## config.mk

```make
export PLATFORM = sky130hd
export DESIGN_NAME = counter_timer_array_flat
export DESIGN_NICKNAME = d
export VERILOG_FILES = /design/src/rtl/counter_timer_pkg.sv /design/src/rtl/counter_timer_array_if.sv /design/src/rtl/counter_timer_channel.sv /design/src/rtl/counter_timer_array.sv /design/src/flat_wrapper.sv
export SDC_FILE = /design/constraint.sdc
export NUM_CORES = 2
export LEC_CHECK = 0
export CORE_AREA = 2 2 232 234
export DETAILED_ROUTE_END_ITERATION = 8
export DIE_AREA = 0 0 234 236
export GPL_TIMING_DRIVEN = 1
export PLACE_DENSITY = 0.84
export SYNTH_ARGS = -nofsm -noshare
export SYNTH_HDL_FRONTEND = slang
export SYNTH_SLANG_ARGS = --single-unit
```

## constraint.sdc

```tcl
create_clock -name clk -period 6 [get_ports clk]
set_clock_uncertainty 0.15 [all_clocks]
set_input_delay 1.2 -clock clk [delete_from_list [all_inputs] [get_ports clk]]
set_output_delay 1.2 -clock clk [all_outputs]
set_load 0.01 [all_outputs]
```

## src/rtl/counter_timer_pkg.sv

```systemverilog
// Shared constants for the multi-channel counter/timer: modes, register map, field positions.
package counter_timer_pkg;

    // Channel operating modes (CTRL bits 2:1)
    typedef enum logic [1:0] {
        ONESHOT  = 2'd0,
        PERIODIC = 2'd1,
        PWM      = 2'd2,
        FREE     = 2'd3
    } mode_e;

    // Bus address layout: {channel[2:0], reg[1:0]}
    localparam int unsigned ADDR_W   = 5;
    localparam int unsigned CH_IDX_W = 3;

    // Per-channel register offsets
    localparam logic [1:0] REG_RELOAD  = 2'd0;
    localparam logic [1:0] REG_CTRL    = 2'd1;
    localparam logic [1:0] REG_STATUS  = 2'd2;
    localparam logic [1:0] REG_COMPARE = 2'd3;

    // CTRL / STATUS bit positions
    localparam int unsigned CTRL_EN        = 0;
    localparam int unsigned CTRL_MODE_LSB  = 1;
    localparam int unsigned CTRL_IRQ_EN    = 3;
    localparam int unsigned STATUS_PENDING = 0;

endpackage

```

## src/rtl/counter_timer_array_if.sv

```systemverilog
// Word-addressed register port between the bus decoder and the timer array.
interface counter_timer_array_if #(
    parameter int unsigned WIDTH = 32
);
    import counter_timer_pkg::*;

    logic              bus_we;
    logic [ADDR_W-1:0] bus_addr;
    logic [WIDTH-1:0]  bus_wdata;
    logic [WIDTH-1:0]  bus_rdata;

    modport master (
        output bus_we,
        output bus_addr,
        output bus_wdata,
        input  bus_rdata
    );

    modport slave (
        input  bus_we,
        input  bus_addr,
        input  bus_wdata,
        output bus_rdata
    );

endinterface

```

## src/rtl/counter_timer_channel.sv

```systemverilog
// One timer channel: source synchroniser, edge detect, counter, mode logic and pending flag.
module counter_timer_channel
    import counter_timer_pkg::*;
#(
    parameter int unsigned WIDTH = 32
) (
    input  logic             clk,
    input  logic             rst,
    input  logic             src_clk,
    input  logic             wr_reload,
    input  logic             wr_ctrl,
    input  logic             wr_status,
    input  logic             wr_compare,
    input  logic [WIDTH-1:0] wdata,
    output logic [WIDTH-1:0] count,
    output logic [WIDTH-1:0] compare,
    output logic             en,
    output mode_e            mode,
    output logic             irq_en,
    output logic             pending,
    output logic             ch_out
);

    logic [1:0]       sync_q;
    logic             src_prev;
    logic             step;
    logic [WIDTH-1:0] reload;
    logic             out_q;
    logic [WIDTH-1:0] count_next;
    logic             fire;
    logic             step_hit;
    logic             pend_set;
    logic             pend_clr;

    // Two-flop synchroniser followed by a registered rising-edge detect
    always_ff @(posedge clk) begin
        if (rst) begin
            sync_q   <= 2'b00;
            src_prev <= 1'b0;
            step     <= 1'b0;
        end else begin
            sync_q   <= {sync_q[0], src_clk};
            src_prev <= sync_q[1];
            step     <= sync_q[1] & ~src_prev;
        end
    end

    // Next count value and terminal-event detection for the current mode
    always_comb begin
        count_next = count;
        fire       = 1'b0;
        case (mode)
            ONESHOT: begin
                if (count == '0) fire = 1'b1;
                else             count_next = count - WIDTH'(1);
            end
            PERIODIC, PWM: begin
                if (count == '0) begin
                    fire       = 1'b1;
                    count_next = reload;
                end else begin
                    count_next = count - WIDTH'(1);
                end
            end
            FREE: begin
                count_next = count + WIDTH'(1);
                fire       = (count == '1);
            end
            default: begin
                count_next = count;
                fire       = 1'b0;
            end
        endcase
    end

    // A CTRL write restarts the channel and discards any coincident step
    assign step_hit = en & step & ~wr_ctrl;
    assign pend_set = step_hit & fire;
    assign pend_clr = wr_status & wdata[STATUS_PENDING];

    // Register file, counter and mode output state
    always_ff @(posedge clk) begin
        if (rst) begin
            reload  <= '0;
            compare <= '0;
            count   <= '0;
            en      <= 1'b0;
            mode    <= ONESHOT;
            irq_en  <= 1'b0;
            pending <= 1'b0;
            out_q   <= 1'b0;
        end else begin
            if (wr_reload)  reload  <= wdata;
            if (wr_compare) compare <= wdata;
            if (wr_ctrl) begin
                en     <= wdata[CTRL_EN];
                mode   <= mode_e'(wdata[CTRL_MODE_LSB +: 2]);
                irq_en <= wdata[CTRL_IRQ_EN];
                if (wdata[CTRL_EN]) begin
                    count <= reload;
                    out_q <= 1'b0;
                end
            end else if (step_hit) begin
                count <= count_next;
                if (fire) begin
                    if (mode == ONESHOT) begin
                        out_q <= 1'b1;
                        en    <= 1'b0;
                    end else begin
                        out_q <= ~out_q;
                    end
                end
            end
            // Set beats a simultaneous write-1-to-clear
            pending <= pend_set | (pending & ~pend_clr);
        end
    end

    // Mode output: PWM and FREE derive directly from the registered count
    always_comb begin
        case (mode)
            PWM:     ch_out = (count < compare);
            FREE:    ch_out = count[WIDTH-1];
            default: ch_out = out_q;
        endcase
    end

endmodule

```

## src/rtl/counter_timer_array.sv

```systemverilog
// Multi-channel timer/counter: address decode, registered read mux and interrupt combine.
module counter_timer_array
    import counter_timer_pkg::*;
#(
    parameter int unsigned CHANNELS = 4,
    parameter int unsigned WIDTH    = 32
) (
    input  logic                  clk,
    input  logic                  rst,
    input  logic [CHANNELS-1:0]   src_clk,
    counter_timer_array_if.slave  bus,
    output logic [CHANNELS-1:0]   ch_out,
    output logic                  irq
);

    logic [CH_IDX_W-1:0] ch_sel;
    logic [1:0]          reg_sel;
    logic [WIDTH-1:0]    rd_word;

    logic [WIDTH-1:0]    count   [CHANNELS];
    logic [WIDTH-1:0]    compare [CHANNELS];
    mode_e               mode    [CHANNELS];
    logic [CHANNELS-1:0] en;
    logic [CHANNELS-1:0] irq_en;
    logic [CHANNELS-1:0] pending;

    assign ch_sel  = bus.bus_addr[ADDR_W-1:2];
    assign reg_sel = bus.bus_addr[1:0];

    // Channel instances; out-of-range channel indices never match a write strobe
    for (genvar gi = 0; gi < int'(CHANNELS); gi++) begin : g_ch
        logic hit;
        assign hit = bus.bus_we && (ch_sel == CH_IDX_W'(gi));

        counter_timer_channel #(
            .WIDTH (WIDTH)
        ) u_ch (
            .clk        (clk),
            .rst        (rst),
            .src_clk    (src_clk[gi]),
            .wr_reload  (hit && (reg_sel == REG_RELOAD)),
            .wr_ctrl    (hit && (reg_sel == REG_CTRL)),
            .wr_status  (hit && (reg_sel == REG_STATUS)),
            .wr_compare (hit && (reg_sel == REG_COMPARE)),
            .wdata      (bus.bus_wdata),
            .count      (count[gi]),
            .compare    (compare[gi]),
            .en         (en[gi]),
            .mode       (mode[gi]),
            .irq_en     (irq_en[gi]),
            .pending    (pending[gi]),
            .ch_out     (ch_out[gi])
        );
    end

    // Read mux; unmapped channels read as zero
    always_comb begin
        rd_word = '0;
        for (int i = 0; i < int'(CHANNELS); i++) begin
            if (ch_sel == CH_IDX_W'(i)) begin
                case (reg_sel)
                    REG_RELOAD:  rd_word = count[i];
                    REG_CTRL:    rd_word = WIDTH'({irq_en[i], mode[i], en[i]});
                    REG_STATUS:  rd_word = WIDTH'(pending[i]);
                    REG_COMPARE: rd_word = compare[i];
                    default:     rd_word = '0;
                endcase
            end
        end
    end

    // Read data registered one cycle after the address
    always_ff @(posedge clk) begin
        if (rst) bus.bus_rdata <= '0;
        else     bus.bus_rdata <= rd_word;
    end

    assign irq = |(pending & irq_en);

endmodule

```

## src/flat_wrapper.sv

```systemverilog
// flat-port wrapper written by rule: the top's interface ports become plain ports
module counter_timer_array_flat import counter_timer_pkg::*;
#(
    parameter int unsigned CHANNELS = 4,
    parameter int unsigned WIDTH    = 32
)
  (clk, rst, src_clk, ch_out, irq, bus_bus_we, bus_bus_addr, bus_bus_wdata, bus_bus_rdata);
  counter_timer_array_if #(.WIDTH(WIDTH)) bus_i ();
  input  logic clk;
  input  logic rst;
  input  logic [CHANNELS-1:0] src_clk;
  output logic [CHANNELS-1:0] ch_out;
  output logic irq;
  input wire logic [$bits(bus_i.bus_we)-1:0] bus_bus_we;
  input wire logic [$bits(bus_i.bus_addr)-1:0] bus_bus_addr;
  input wire logic [$bits(bus_i.bus_wdata)-1:0] bus_bus_wdata;
  output wire logic [$bits(bus_i.bus_rdata)-1:0] bus_bus_rdata;
  assign bus_i.bus_we = bus_bus_we;
  assign bus_i.bus_addr = bus_bus_addr;
  assign bus_i.bus_wdata = bus_bus_wdata;
  assign bus_bus_rdata = bus_i.bus_rdata;
  counter_timer_array #(.CHANNELS(CHANNELS), .WIDTH(WIDTH)) u_core (.clk(clk), .rst(rst), .src_clk(src_clk), .bus(bus_i), .ch_out(ch_out), .irq(irq));
endmodule
```

### After elaboration in Yosys (flattened, before gate mapping)

Index checks and enable logic that the tools add are counted.

* register bits after elaboration: 456
* input bits: 44
* output and inout bits: 37
* logic and storage cells: 272

* $add $sub $neg: 8
* magnitude comparators: 4
* equal/unequal tests: 30
* mux-type cells: 77
* bitwise gates (word level): 45
* reductions and logical operators: 63

Operators with widths (number)
* $mux W32: 24
* $pmux W32 S4: 4
* $pmux W32 S3: 4
* $add A32 B1 Y32 const B: 4
* $eq A32 B32 Y1 const B: 4
* $logic_not A32 Y1: 4
* $lt A32 B32 Y1: 4
* $sub A32 B1 Y32 const B: 4
* $mux W1: 37
* $reduce_and A3 Y1: 12
* $and A1 B1 Y1: 24
* $reduce_bool A2 Y1: 12
* $eq A2 B2 Y1 const B: 10
* $logic_and A1 B1 Y1: 20
* $not A1 Y1: 16
* $pmux W1 S2: 8
* $ne A3 B3 Y1 const B: 4
* $reduce_or A3 Y1: 4
* $eq A2 B1 Y1 const B: 5
* $logic_not A2 Y1: 5
* $ne A2 B2 Y1 const B: 4
* $reduce_or A2 Y1: 4
* $eq A3 B2 Y1 const B: 2
* $and A4 B4 Y4: 1
* 4 further kinds: 7

### Logic depth before layout (Yosys ltp)

* depth in word-level cells: 7
* mapped depth: 12
* mapped depth without buffers: 9

### Cells and area by module

Synthesis repeated with hierarchy kept, for this count alone.

* cell total of the unflattened synthesis: 3894
* area total of the unflattened synthesis: 30669.4 µm²

By module, submodules not included
* counter_timer_channel (u_core.g_ch[0].u_ch ...): instances 3, cells an instance 860, area an instance 6840.3 µm², sequential area each 2122.0 µm²
* counter_timer_channel (u_core.g_ch[3].u_ch): instances 1, cells an instance 895, area an instance 7008.0 µm², sequential area each 2122.0 µm²
* counter_timer_array: instances 1, cells an instance 419, area an instance 3140.5 µm², sequential area each 640.6 µm²

### Least setup slack after synthesis

Ideal clock, no wire load.

* path type: in2reg
* start: input port bus_bus_addr[3]
* end: register u_core.g_ch[0].u_ch.count[20]
* setup time: 0.134 ns
* arrival time: 3.299 ns
* required time: 5.716 ns
* slack: 2.418 ns
* cell stages on the path: 10
* buffers on the path: 4
* cells stage by stage: clkbuf_1 or4b_2 nor2_1 clkbuf_1 or2_2 buf_2 buf_2 o21ai_0 a22oi_1 o22ai_1

* longest elaborated chain between the ends: 7
* elaborated cells on any way between the ends: 10
* those cells by class: eq/ne (2); mux (1); bitwise (2); reduce/logical (5)

RTL lines
* start: declaration: line flat_wrapper.sv:15 `input wire logic [$bits(bus_i.bus_addr)-1:0] bus_bus_addr;`
* $logic_not A3 Y1 (*): line counter_timer_array.sv:33 `assign hit = bus.bus_we && (ch_sel == CH_IDX_W'(gi));`
* $logic_and A1 B1 Y1 (*): line counter_timer_array.sv:33
* $logic_and A1 B1 Y1 (*): line counter_timer_array.sv:42 `.wr_ctrl (hit && (reg_sel == REG_CTRL)),`
* $not A1 Y1: line counter_timer_channel.sv:77 `assign step_hit = en & step & ~wr_ctrl;`
* $and A1 B1 Y1: line counter_timer_channel.sv:77
* $reduce_bool A2 Y1 (no line)
* $reduce_and A3 Y1 (no line)
* end signal: assignment: line counter_timer_channel.sv:100 `count <= reload;`
* end signal: assignment: line counter_timer_channel.sv:104 `count <= count_next;`
* end: declaration: line counter_timer_channel.sv:15 `output logic [WIDTH-1:0] count,`

Every way passes the cells marked *; elsewhere a longest branch is shown, timed or not.
A chain may end at the register's enable or synchronous reset.

### Worst setup path after layout

* start: register u_core.g_ch[2].u_ch.count[2]
* end: output port ch_out[2]

* longest elaborated chain between the ends: 2

RTL lines
* start: declaration: line counter_timer_channel.sv:15
* start signal: assignment: line counter_timer_channel.sv:100
* start signal: assignment: line counter_timer_channel.sv:104
* $lt A32 B32 Y1: line counter_timer_channel.sv:122 `PWM: ch_out = (count < compare);`
* $pmux W1 S2: line counter_timer_channel.sv:121 `case (mode)`
* end: declaration: line flat_wrapper.sv:12 `output logic [CHANNELS-1:0] ch_out;`

Every way passes these cells.

==> flow_summary.yaml <==
drt:
  dr.first_iter.drc_count: 5259
  drt_wl_total_um: 116000
  wire_per_inst_um: 25.1
  drc: 0
  drt-pass1-iter-count: 9
  viasPerCell: 6.89
  ant_nets: 0
  vias: 31800
synth:
  yosysSeqAreaShare_pct: 31.7
  synth_compound_area_share_pct: 27.1
  synth_top_family_by_area: "compound AO/OA/AOI/OAI gates"
  synth_cell_types: 91
  synth_area_leaders: "dfxtp_1 (32%), nand2_1 (9.7%), a21oi_1 (8.8%), ha_1 (6.4%), clkbuf_1 (3.9%)"
  synth_area_leader_cell: "dfxtp_1"
  synthAdderAreaFrac_pct: 6.43
  syn_area_mm2: 0.0288
  synth_xor_xnor_area_share_pct: 2.07
  synthesis.nets: 4214
  ys_async_sr_fraction_pct: 0
  synthMuxAreaShare_pct: 0.717
  ys.flop_type: "dfxtp_1"
  synth_top_area_share_pct: 31.7
  synthCells: 4022
  ys_seq_elements: 456
  postSynthAreaPerCell_um2: 7.16
  yosysWarnings: 0
  synth-edff-count: 0
  synth-simple-area-share_pct: 24.2
cells_and_area:
  nets: 4067
  regArea_mm2: 0.00913
  design_area_mm2: 0.0314
  diodes: 0
  multiInputGateArea_mm2: 0.0175
  layout-drive-gt1-share_pct: 6.05
  num-fill-cells: 4785
  syn_to_final_growth_pct: 9.06
floorplanning:
  die_y_um: 236
  fp.dieW_um: 234
  start_util_pct: 54.3
  row_count: 85
  ios: 81
  dieArea_mm2: 0.0552
  coreArea_mm2: 0.0531
timing:
  rsz0062_at_grt: "false"
  fin_crit_sh_pct: 91.0
  holdWs_ps: 236
  max_freq_ghz: 0.183
  setup_tns_ps: 0
  fin_crit_ps: 5460
  max_slew_margin_pct: 15.2
  finalSetupViolCount: 0
  finalHoldViolCount: 0
  maxSlewViolCount: 0
  tightest_slew_ps: 1270
setup_path:
  cp_data_arrival_time_ps: 4110
  worstSetupPathType: "flip-flop to output pin"
  critPathLaunchType: "flip-flop"
  required_ps: 4650
  critPathMaxFanout: 16
  endpoint_kind: "output pin"
global_route:
  grt_max_degree: 145
  grt_pass1_wl_um: 173000
  track_usage_pct: 40.6
  antenna_found_initial: 0
  grt_pass1_vias: 28200
  grt-ovfl-total: 0
clock_network:
  ctsLongestPathBuffers: 3
  postCtsSetupBuffers: 0
  tritoncts: "yes"
  clock-sinks: 456
  cts_made_buffers: 51
  postCtsResizedCells: 0
  clk_pin_slew_worst_paths_ps: 60
  clk_latency_ps: 630
  cts-root-buf: "clkbuf_16"
  htreeDepth: 2
  holdBufCountCts: 0
placement:
  port_buffers: 80
  dp.final_hpwl_um: 78600
  placed_cell_area_mm2: 0.0297
  gp_congestion: 1.03
pwr:
  intPower_w: 0.00516
  p_per_area_mw_per_mm2: 224
  power_switching_share_pct: 26.8
  p_clk_share_pct: 45.6
  leakage_nw: 10.9
  max-vdd-ir-drop_v: 0.000220
  seqPwrFrac_pct: 43.8
  switchingPower_w: 0.00189
  combPwrFrac_pct: 10.6
flow_run:
  max_cap_violations: 0
worst_hold_path:
  min_path_type: "flip-flop to flip-flop"
outcome:
  status: "finished, final reports clean"
-- kinds of logic after synthesis --
group	Yosys count
compound gates	1242
xor+xnor	68
fa+ha+maj	148
buf+inv	572
flops	456
mux	15
simple gates	1521
-- stage by stage --
stage	util [%]	power (W)	setup WS, ps	std cells
3_3_place_gp	56.0	0.00386	1320	4518
4_1_cts	59.2	0.00700	565	4613
6_report	59.2	0.00704	538	4613
2_1_floorplan	-	0.00360	2420	4022
3_5_place_dp	56.0	0.00386	1250	4518
5_1_grt	59.2	0.00719	402	4613
-- layout make-up --
cell class / instances / share of cell area (%)
multi-input combinational: 2994 / 55.7
sequential: 456 / 29.1
clock buffer: 79 / 4.95
timing repair buffer: 166 / 4.61
tap: 696 / 2.77
inverter: 206 / 2.46
clock inverter: 16 / 0.446
-- state kept, by name, indices dropped and copies added, names as in the netlist, 8 cells and up --
| signal | cells |
|---|---|
| u_core.bus.bus_rdata | 32 |
| u_core.g_ch.u_ch.mode | 8 |
| u_core.g_ch.u_ch.compare | 128 |
| u_core.g_ch.u_ch.count | 128 |
| u_core.g_ch.u_ch.reload | 128 |
| u_core.g_ch.u_ch.sync_q | 8 |
-- cell usage after synthesis, drive strengths merged (29+ instances only) --
library cell	count
ha	148
xnor2	53
buf	41
nor2	241
o21ai	197
a21oi	505
o22ai	85
nand3	96
nand4	62
a31oi	29
inv	206
nor4	68
nor2b	36
nor3	112
dfxtp	456
clkbuf	325
a221oi	49
a22oi	95
nand2	745
a211oi	41
-- path summary, 6_finish.rpt --
check,to,slack [ps],from,cells after the start
hold reg to reg,u_core.g_ch[1].u_ch.step,240,u_core.g_ch[1].u_ch.src_prev,1
hold / removal,u_core.g_ch[1].u_ch.step,240,u_core.g_ch[1].u_ch.src_prev,1
setup / recovery,ch_out[2],540,u_core.g_ch[2].u_ch.count[2],10
setup reg to reg,u_core.g_ch[2].u_ch.count[18],1920,u_core.g_ch[2].u_ch.count[0],10
-- power groups by stage --
stage               clock network (W)  registers (W)  logic, W
floorplan                           0        0.00314  0.000463
global placement                    0        0.00315  0.000705
detailed placement                  0        0.00315  0.000707
CTS                           0.00321        0.00308  0.000712
global route                  0.00332        0.00309  0.000784
finish                        0.00321        0.00309  0.000746
-- layer usage --
layer	wire length, um	global-route usage, %	vias up	share of wire [%]
li1	-	-	14100	-
met1	44900	54.9	14700	39
met2	47600	59.2	2447	41
met3	13600	7.69	528	12
met4	9530	25.6	0	8.2
met5	0	0	-	0
-- cells in the final DEF (no fill, tap or decap), types with 86 or more instances in the layout --
cell and count:
dfxtp_1 456, nor3_1 106, nand3_1 96, nor2_1 235
ha_1 148, inv_1 205, a21oi_1 505, o21ai_0 195
buf_4 86, nand2_1 744, a22oi_1 95
-- worst max-delay path, stage by stage (launching register included) --
cell             delay (ps)
dfxtp_1                 300
buf_4                   180
ha_1                    300
a21o_1                  160
a31oi_1                 140
o21ai_0                 100
a2111o_1                430
a211oi_1                360
o22ai_1                 180
o41ai_1                 690
clkdlybuf4s50_1         670
Power figures use the tool's default switching activity.
